--- config.mk ---
export PLATFORM = sky130hd
export DESIGN_NAME = reg_access_sequencer_flat
export DESIGN_NICKNAME = d
export VERILOG_FILES = /design/src/rtl/reg_access_sequencer_if.sv /design/src/rtl/reg_access_sequencer.sv /design/src/flat_wrapper.sv
export SDC_FILE = /design/constraint.sdc
export NUM_CORES = 1
export LEC_CHECK = 0
export ABC_AREA = 0
export CORE_MARGIN = 8
export CORE_UTILIZATION = 45
export DETAILED_ROUTE_END_ITERATION = 8
export HOLD_SLACK_MARGIN = 0.02
export MAX_ROUTING_LAYER = met4
export PLACE_DENSITY = 0.7
export SETUP_SLACK_MARGIN = 0.5
export SLEW_MARGIN = 15
export SYNTH_ARGS = -nofsm -noshare
export SYNTH_HDL_FRONTEND = slang
export SYNTH_SLANG_ARGS = --single-unit
--- constraint.sdc ---
create_clock -name Clk -period 4.3 [get_ports Clk]
set_input_delay 0.645 -clock Clk [delete_from_list [all_inputs] [get_ports Clk]]
set_output_delay 0.645 -clock Clk [all_outputs]
set_load 0.01 [all_outputs]
--- src/rtl/reg_access_sequencer_if.sv ---
// Request/response handshake and register-file bus shared by the sequencer,
// the control unit that issues requests and the register file it drives.
interface reg_access_sequencer_if #(
    parameter int DATA_W = 8,
    parameter int ADDR_W = 3
);
    // Both handshakes: a transfer happens on a rising edge where valid and
    // ready are both high; the offering side holds its payload stable until then.
    logic              Req_Valid;
    logic              Req_Ready;
    logic [1:0]        Req_Op;
    logic [ADDR_W-1:0] Req_Ra;
    logic [ADDR_W-1:0] Req_Rb;
    logic [DATA_W-1:0] Req_Imm;
    logic              Rsp_Valid;
    logic              Rsp_Ready;
    logic [DATA_W-1:0] Rsp_Data;
    logic [ADDR_W-1:0] RF_Addr;
    logic [DATA_W-1:0] RF_Wdata;
    logic              RF_We;
    logic [DATA_W-1:0] RF_Rdata;

    // Environment side: request producer, response consumer and register file.
    modport master (
        output Req_Valid, Req_Op, Req_Ra, Req_Rb, Req_Imm, Rsp_Ready, RF_Rdata,
        input  Req_Ready, Rsp_Valid, Rsp_Data, RF_Addr, RF_Wdata, RF_We
    );

    // Sequencer side.
    modport slave (
        input  Req_Valid, Req_Op, Req_Ra, Req_Rb, Req_Imm, Rsp_Ready, RF_Rdata,
        output Req_Ready, Rsp_Valid, Rsp_Data, RF_Addr, RF_Wdata, RF_We
    );
endinterface

--- src/rtl/reg_access_sequencer.sv ---
// Multi-cycle initiator for a single-port register file: READ, WRITE,
// ADD-immediate and SWAP, sequenced as separate read and write cycles.
module reg_access_sequencer #(
    parameter int DATA_W = 8,
    parameter int ADDR_W = 3
) (
    input  logic                  Clk,
    input  logic                  Reset,
    reg_access_sequencer_if.slave bus,
    output logic [2:0]            Dbg_State_o
);
    typedef enum logic [2:0] {
        IDLE = 3'd0,
        RDA  = 3'd1,
        RDB  = 3'd2,
        WRA  = 3'd3,
        WRB  = 3'd4,
        RESP = 3'd5
    } state_t;

    typedef enum logic [1:0] {
        OP_READ  = 2'd0,
        OP_WRITE = 2'd1,
        OP_ADD   = 2'd2,
        OP_SWAP  = 2'd3
    } op_t;

    state_t            state_q, state_d;
    op_t               op_q, op_d;
    logic [ADDR_W-1:0] ra_q, ra_d;
    logic [ADDR_W-1:0] rb_q, rb_d;
    logic [DATA_W-1:0] imm_q, imm_d;
    logic [DATA_W-1:0] tmp_a_q, tmp_a_d;
    logic [DATA_W-1:0] tmp_b_q, tmp_b_d;
    logic [DATA_W-1:0] sum_d;

    logic [ADDR_W-1:0] rf_addr_q, rf_addr_d;
    logic [DATA_W-1:0] rf_wdata_q, rf_wdata_d;
    logic              rf_we_q, rf_we_d;
    logic              rsp_valid_q, rsp_valid_d;
    logic [DATA_W-1:0] rsp_data_q, rsp_data_d;
    logic              req_ready_q, req_ready_d;

    always_comb begin
        state_d = state_q;
        op_d    = op_q;
        ra_d    = ra_q;
        rb_d    = rb_q;
        imm_d   = imm_q;
        tmp_a_d = tmp_a_q;
        tmp_b_d = tmp_b_q;

        case (state_q)
            IDLE: begin
                if (bus.Req_Valid && req_ready_q) begin
                    op_d    = op_t'(bus.Req_Op);
                    ra_d    = bus.Req_Ra;
                    rb_d    = bus.Req_Rb;
                    imm_d   = bus.Req_Imm;
                    state_d = (op_t'(bus.Req_Op) == OP_WRITE) ? WRA : RDA;
                end
            end
            RDA: begin
                tmp_a_d = bus.RF_Rdata;
                if (op_q == OP_SWAP)      state_d = RDB;
                else if (op_q == OP_READ) state_d = RESP;
                else                      state_d = WRA;
            end
            RDB: begin
                tmp_b_d = bus.RF_Rdata;
                state_d = WRA;
            end
            WRA:     state_d = (op_q == OP_SWAP) ? WRB : RESP;
            WRB:     state_d = RESP;
            RESP:    if (bus.Rsp_Ready) state_d = IDLE;
            default: state_d = IDLE;
        endcase

        sum_d = tmp_a_d + imm_d;

        // Outputs are registered, so they are decoded from the state being entered.
        rf_addr_d   = '0;
        rf_wdata_d  = '0;
        rf_we_d     = 1'b0;
        rsp_valid_d = 1'b0;
        rsp_data_d  = '0;
        req_ready_d = 1'b0;

        case (state_d)
            IDLE: req_ready_d = 1'b1;
            RDA:  rf_addr_d = ra_d;
            RDB:  rf_addr_d = rb_d;
            WRA: begin
                rf_addr_d = ra_d;
                rf_we_d   = 1'b1;
                case (op_d)
                    OP_WRITE: rf_wdata_d = imm_d;
                    OP_ADD:   rf_wdata_d = sum_d;
                    OP_SWAP:  rf_wdata_d = tmp_b_d;
                    default:  rf_wdata_d = '0;
                endcase
            end
            WRB: begin
                rf_addr_d  = rb_d;
                rf_we_d    = 1'b1;
                rf_wdata_d = tmp_a_d;
            end
            RESP: begin
                rsp_valid_d = 1'b1;
                case (op_d)
                    OP_READ:  rsp_data_d = tmp_a_d;
                    OP_WRITE: rsp_data_d = imm_d;
                    OP_ADD:   rsp_data_d = sum_d;
                    OP_SWAP:  rsp_data_d = tmp_a_d;
                    default:  rsp_data_d = '0;
                endcase
            end
            default: ;
        endcase
    end

    always_ff @(posedge Clk) begin
        if (!Reset) begin
            state_q     <= IDLE;
            op_q        <= OP_READ;
            ra_q        <= '0;
            rb_q        <= '0;
            imm_q       <= '0;
            tmp_a_q     <= '0;
            tmp_b_q     <= '0;
            rf_addr_q   <= '0;
            rf_wdata_q  <= '0;
            rf_we_q     <= 1'b0;
            rsp_valid_q <= 1'b0;
            rsp_data_q  <= '0;
            req_ready_q <= 1'b0;
        end else begin
            state_q     <= state_d;
            op_q        <= op_d;
            ra_q        <= ra_d;
            rb_q        <= rb_d;
            imm_q       <= imm_d;
            tmp_a_q     <= tmp_a_d;
            tmp_b_q     <= tmp_b_d;
            rf_addr_q   <= rf_addr_d;
            rf_wdata_q  <= rf_wdata_d;
            rf_we_q     <= rf_we_d;
            rsp_valid_q <= rsp_valid_d;
            rsp_data_q  <= rsp_data_d;
            req_ready_q <= req_ready_d;
        end
    end

    // Ready is also gated by Reset so it reads low from the first cycle of reset.
    assign bus.Req_Ready = req_ready_q & Reset;
    assign bus.Rsp_Valid = rsp_valid_q;
    assign bus.Rsp_Data  = rsp_data_q;
    assign bus.RF_Addr   = rf_addr_q;
    assign bus.RF_Wdata  = rf_wdata_q;
    assign bus.RF_We     = rf_we_q;
    assign Dbg_State_o   = state_q;
endmodule

--- src/flat_wrapper.sv ---
// flat-port wrapper written by rule: the top's interface ports become plain ports
module reg_access_sequencer_flat 
#(
    parameter int DATA_W = 8,
    parameter int ADDR_W = 3
)
  (Clk, Reset, Dbg_State_o, bus_Req_Valid, bus_Req_Op, bus_Req_Ra, bus_Req_Rb, bus_Req_Imm, bus_Rsp_Ready, bus_RF_Rdata, bus_Req_Ready, bus_Rsp_Valid, bus_Rsp_Data, bus_RF_Addr, bus_RF_Wdata, bus_RF_We);
  reg_access_sequencer_if #(.DATA_W(DATA_W), .ADDR_W(ADDR_W)) bus_i ();
  input  logic Clk;
  input  logic Reset;
  output logic [2:0] Dbg_State_o;
  input wire logic [$bits(bus_i.Req_Valid)-1:0] bus_Req_Valid;
  input wire logic [$bits(bus_i.Req_Op)-1:0] bus_Req_Op;
  input wire logic [$bits(bus_i.Req_Ra)-1:0] bus_Req_Ra;
  input wire logic [$bits(bus_i.Req_Rb)-1:0] bus_Req_Rb;
  input wire logic [$bits(bus_i.Req_Imm)-1:0] bus_Req_Imm;
  input wire logic [$bits(bus_i.Rsp_Ready)-1:0] bus_Rsp_Ready;
  input wire logic [$bits(bus_i.RF_Rdata)-1:0] bus_RF_Rdata;
  output wire logic [$bits(bus_i.Req_Ready)-1:0] bus_Req_Ready;
  output wire logic [$bits(bus_i.Rsp_Valid)-1:0] bus_Rsp_Valid;
  output wire logic [$bits(bus_i.Rsp_Data)-1:0] bus_Rsp_Data;
  output wire logic [$bits(bus_i.RF_Addr)-1:0] bus_RF_Addr;
  output wire logic [$bits(bus_i.RF_Wdata)-1:0] bus_RF_Wdata;
  output wire logic [$bits(bus_i.RF_We)-1:0] bus_RF_We;
  assign bus_i.Req_Valid = bus_Req_Valid;
  assign bus_i.Req_Op = bus_Req_Op;
  assign bus_i.Req_Ra = bus_Req_Ra;
  assign bus_i.Req_Rb = bus_Req_Rb;
  assign bus_i.Req_Imm = bus_Req_Imm;
  assign bus_i.Rsp_Ready = bus_Rsp_Ready;
  assign bus_i.RF_Rdata = bus_RF_Rdata;
  assign bus_Req_Ready = bus_i.Req_Ready;
  assign bus_Rsp_Valid = bus_i.Rsp_Valid;
  assign bus_Rsp_Data = bus_i.Rsp_Data;
  assign bus_RF_Addr = bus_i.RF_Addr;
  assign bus_RF_Wdata = bus_i.RF_Wdata;
  assign bus_RF_We = bus_i.RF_We;
  reg_access_sequencer #(.DATA_W(DATA_W), .ADDR_W(ADDR_W)) u_core (.Clk(Clk), .Reset(Reset), .bus(bus_i), .Dbg_State_o(Dbg_State_o));
endmodule
==> results of run 1 <==
[state kept, by name (all words and copies together), names as in the netlist]
register / count
u_core.ra_q: 3
u_core.bus.Rsp_Data: 8
u_core.rb_q: 3
u_core.bus.Rsp_Valid: 1
u_core.imm_q: 8
u_core.bus.RF_We: 1
u_core.tmp_a_q: 8
u_core.bus.RF_Addr: 3
u_core.tmp_b_q: 8
u_core.bus.RF_Wdata: 8
u_core.Dbg_State_o: 3
u_core.req_ready_q: 1
u_core.op_q: 2
[logic make-up after synthesis]
kind of cell,count (synthesis),synth area share [%]
AOI/OAI and AO/OA,66,16.82
buffers and inverters,35,5.410
adders and majority gates,12,5.072
muxes,34,13.86
xor gates and xnor gates,11,3.762
DFF,57,38.55
and+or+nand+nor,85,16.53
[stage by stage]
stage                     hold slack, ps  instances
final                              523.8        428
after global routing               544.5        428
after CTS                          523.4        428
after detailed placement           513.5        415
after global placement             511.0        415
after floorplan                    478.3        300
[final cells by class]
class / count / area share, %
timing repair buffer: 54 / 14.66
multi-input combinational: 208 / 45.41
clock buffer: 12 / 3.973
clock inverter: 1 / 0.1370
tap: 77 / 2.637
inverter: 19 / 1.952
sequential: 57 / 31.23
[layer usage]
| metal | vias to the layer above | GRT usage [%] | wire [um] |
|---|---|---|---|
| met1 | 1109 | 17.84 | 3160 |
| met5 | - | - | 0 |
| li1 | 1155 | - | - |
| met2 | 67 | 23.80 | 3307 |
| met4 | 0 | 5.917 | 97 |
| met3 | 8 | 5.263 | 459 |
[path summary, 6_finish.rpt]
check	startpoint	cells past startpoint	to	slack, ps
max	u_core.Dbg_State_o[0]	11	u_core.bus.RF_Wdata[4]	970
max reg2reg	u_core.Dbg_State_o[0]	11	u_core.bus.RF_Wdata[4]	970
min	u_core.rb_q[2]	2	u_core.rb_q[2]	520
min reg2reg	u_core.rb_q[2]	2	u_core.rb_q[2]	520
[critical path, delay by kind of cell, from the launching register on]
family	cells	cell delay [ps]
AO/OA/AOI/OAI	4	740
AND/OR/NAND/NOR	1	710
flip-flops	1	490
adder cells (fa/ha/maj)	2	410
multiplexers	1	380
buffers and inverters	2	370
XOR/XNOR	1	80
[synth_stat cells, types with 8 or more instances]
library cell,n,area (sq um)
nand2_1,9,33.78
clkbuf_1,10,37.54
dfxtp_1,57,1141
a21oi_1,15,75.07
mux2_2,10,112.6
o21ai_0,8,40.04
nor2_1,17,63.81
inv_1,19,71.32
and2_1,18,112.6
nor2b_1,19,118.9
o22ai_1,8,50.05
ha_1,12,150.1
mux2i_1,16,160.2
[power breakdown]
part	internal (W)	switching [W]
sequential	0.000605	0.0000463
combinational	0.000395	0.000525
clock	0.000214	0.000187
total	0.00121	0.000759
==> impl_metrics.ini, run 1 <==
[setup_path]
cp.required_ps = 4500
max_stage_delay_ps = 710
crit_type = reg -> reg
startpoint_type = flop
cp_max_fo = 9
slowest_stage = nor3b_2
crit_chain = nor3b_2 -> buf_4 -> mux2i_1 -> inv_1 -> ha_1 -> ha_1 -> a21oi_2 -> o31a_1 -> xnor2_1 -> a222oi_1 -> o22ai_1
arrival_ps = 3530
cpMostUsedCell = ha_1
end_kind = flop

[floorplanning]
rows = 29
io_pins = 53
fp.coreArea_sq_um = 6350
start_util_pct = 46.62
die_h_um = 97.11
die_area_sq_um = 9430
die_x_um = 97.11

[yosys]
synthCells = 300
ys.flop_type = dfxtp_1
ys_async_sr_fraction_pct = 0
ys_types = 53
yosysSeqAreaShare_pct = 38.55
syn_nets = 340
synth-seq-cells = 57
ys.warnings.count = 0
synth_edf_count = 0
netlist_area_sq_um = 2960
avgSynthCellArea_sq_um = 9.868

[route]
wl_per_cell_um = 16.41
ant_nets = 0
num_vias = 2339
drcViolationCount = 0
drt_first_pass_iters = 5
vias_per_cell = 5.465
routed_wl_um = 7025
drt_iter0_markers = 128

[clock_network]
h-tree-depth = 3
post_cts.repair.setup_buffers = 0
path_clk_slew_ps = 60
clockBufferDepth = 2
cts-resized-gates = 0
cts_tree = done
postCtsHoldBufs = 0
clk_latency_ps = 330
cts_inserted_buffers = 9
cts_sinks = 57
cts_root_buffer = clkbuf_8

[place]
hpwl_um = 5064
io_buffer_count = 52
place.gp.congestion = 0.9173
place_ws_ps = 831.4
dpl_cell_area_sq_um = 3503

[status]
outcome = finished, final reports clean

[global_routing]
overflow = 0
grt_first_pass_wirelength_um = 11390
track_usage_pct = 15.35
antenna_found_initial = 0
grt_pass1_vias = 2295
grt_max_degree = 39

[timing]
slew_violations = 0
setup_viol = 0
maxSlewHeadroom_pct = 40.95
fin_crit_sh_pct = 77.49
fmax_ghz = 0.3001
tightest_slew_ps = 881.9
final.setup.tns_ps = 0
hold_violations = 0
fin_crit_ps = 3332
grt_setup_unrepaired = no
final.setup.worst_slack_ps = 968.0
clock_skew_ps = 6.797

[flow_run]
max_cap_violations = 0

[final_layout]
layout_common_cells = dfxtp_1, clkdlybuf4s50_1, inv_1, nor2b_1, and2_1
final_common_cell = dfxtp_1
fill_cells = 587
drive_above_1_share_pct = 12.54
antenna_cells = 0
ff_latch_area_sq_um = 1141
nets = 389
multi_input_area_sq_um = 1659
fin_util_pct = 57.54
area_delta_synth_final_pct = 23.41
final_cell_area_sq_um = 3654

[min_path]
min_path_type = reg -> reg

[pwr]
finalPower_w = 0.001973
peakVddDrop_mv = 0.2816
power_per_cell_area_nw_per_um2 = 540.2
power_leakage_nw = 1.491
No activity file was read; power rests on OpenSTA's default activity.
==> run 2: changes to the inputs <==
Clock period 4.3 ns to 3.17 ns, I/O delays scaled along.
==> impl_metrics.ini, run 2 (synthesis results as in run 1) <==
[floorplanning]
die_area_sq_um = 9430
die_h_um = 97.11
start_util_pct = 46.62
rows = 29
die_x_um = 97.11
fp.coreArea_sq_um = 6350
io_pins = 53

[setup_path]
crit_chain = clkdlybuf4s50_1 -> and3_4 -> buf_12 -> mux2i_4 -> xnor2_4 -> inv_1 -> ha_4 -> a21oi_4 -> o31a_1 -> xnor2_1 -> a222oi_1 -> o22ai_1
cp_top_family = compound AO/OA/AOI/OAI gates
reg2regPathDepth = 12
crit_type = in -> reg
arrival_ps = 2850
r2r_start = u_core.Dbg_State_o[0]
worst-path-buf-inv = 3
startpoint_type = input pin
reg2reg_slack_ps = 540
max_stage_delay_ps = 460
cp.required_ps = 3380
cp_max_fo = 6
timing.rr.end = u_core.bus.RF_Wdata[4]
slowest_stage = clkdlybuf4s50_1
end_kind = flop

[final_layout]
fill_cells = 496
multi_input_area_sq_um = 1819
area_delta_synth_final_pct = 37.15
drive_above_1_share_pct = 23.26
antenna_cells = 0
ff_latch_area_sq_um = 1152
nets = 410
final_cell_area_sq_um = 4060
final_common_cell = dfxtp_1
layout_common_cells = dfxtp_1, clkdlybuf4s50_1, nor2b_1, and2_1, buf_4

[clock_network]
clockBufferDepth = 2
cts_root_buffer = clkbuf_8
cts_sinks = 57
h-tree-depth = 3
clk_latency_ps = 340
cts_inserted_buffers = 9
postCtsHoldBufs = 0
path_clk_slew_ps = 60
cts_tree = done

[global_routing]
grt_first_pass_wirelength_um = 12360
grt_max_degree = 37
overflow = 0
antenna_found_initial = 0
track_usage_pct = 16.46
grt_pass1_vias = 2516

[timing]
grt_setup_unrepaired = yes
fin_crit_ps = 2641
final.setup.worst_slack_ps = 528.6
setup_viol = 0
fmax_ghz = 0.3786
tightest_slew_ps = 494.8
final.setup.tns_ps = 0
hold_violations = 0
maxSlewHeadroom_pct = 66.07
slew_violations = 0
fin_crit_sh_pct = 83.33
clock_skew_ps = 9.747

[route]
wl_per_cell_um = 16.93
drcViolationCount = 0
drt_first_pass_iters = 8
vias_per_cell = 5.490
drt_iter0_markers = 192
num_vias = 2476
ant_nets = 0
routed_wl_um = 7636

[min_path]
min_path_type = reg -> reg
min_to = u_core.rb_q[0]
hold_depth = 2
hp-start = u_core.rb_q[0]

[pwr]
power_leakage_nw = 1.653
p_clk_share_pct = 21.4
pwr-share-seq_pct = 28.5
power_per_cell_area_nw_per_um2 = 771.5
peakVddDrop_mv = 0.5711
comb_power_share_pct = 50.1
p_sw_w = 0.001161
intPower_w = 0.001972
finalPower_w = 0.003132
swShare_pct = 37.05

[place]
dpl_cell_area_sq_um = 3642
place_ws_ps = 86.59
hpwl_um = 5244
io_buffer_count = 52
place.gp.congestion = 0.8800

[flow_run]
max_cap_violations = 0

[status]
outcome = finished, final reports clean
## run 2: cell types whose count changed in the layout (fill, tap and decap cells not counted), moves of 3 or more
cell	delta
buf_4	+16
ha_1	-8
ha_2	+4
ha_4	+4
a21oi_1	-3
dfxtp_1	-3
dfxtp_4	+3
mux2i_1	-3
mux2i_4	+3
## run 2: worst reg2reg max path, cell delays in order, from the launching register on
cell	delay, ps
dfxtp_4	370
nor3_4	190
and3_4	220
buf_12	140
mux2i_4	300
xnor2_4	110
inv_1	110
ha_4	160
a21oi_4	40
o31a_1	310
xnor2_1	150
a222oi_1	290
o22ai_1	120
## run 2: area by class of cell
cell class,count,share of cell area (%)
Tap cell,77,2.373
Inverter,19,1.757
Clock buffer,12,3.821
Sequential cell,57,28.38
Timing Repair Buffer,75,17.87
Multi-Input combinational cell,208,44.81
Clock inverter,3,0.9861
## run 2: layer usage
| layer | wire (um) | global-route usage [%] |
|---|---|---|
| met5 | 0 | - |
| met4 | 94 | 6.036 |
| met3 | 395 | 5.477 |
| met2 | 3708 | 26.20 |
| met1 | 3438 | 18.81 |
## run 2: worst max-delay path by stage
| stage | depth (start not counted) | to | slack, ps | startpoint |
|---|---|---|---|---|
| floorplan | 13 | u_core.bus.RF_Wdata[4] | 500 | u_core.Dbg_State_o[2] |
| global placement | 11 | u_core.bus.RF_Wdata[4] | 130 | bus_Req_Valid |
| detailed placement | 11 | u_core.bus.RF_Wdata[4] | 90 | bus_Req_Valid |
| CTS | 11 | u_core.bus.Rsp_Data[5] | 500 | u_core.Dbg_State_o[2] |
| global route | 12 | u_core.bus.RF_Wdata[4] | 420 | u_core.Dbg_State_o[0] |
| finish | 12 | u_core.bus.RF_Wdata[4] | 530 | bus_Req_Valid |
## run 2: metrics by stage
stage               util, %  hold WS [ps]  std cells
detailed placement    57.36         517.4        426
finish                63.94         526.7        451
global placement      57.36         511.4        426
global route          63.94         537.3        451
CTS                   61.36         527.9        444
floorplan                 -         478.3        300
## run 2: power groups by stage
stage	Clock, W	Combinational [W]	Sequential [W]
floorplan	0	0.000993	0.000895
global placement	0	0.00133	0.000905
detailed placement	0	0.00134	0.000908
CTS	0.000689	0.00140	0.000898
global route	0.000727	0.00170	0.000904
finish	0.000671	0.00157	0.000891
## run 2: what timing repair did
item                                    in CTS  in global routing
endpoints found under the setup margin      16                 16
pin swaps                                    1                  8
gates resized for setup                      5                 21
setup buffers                                3                  7
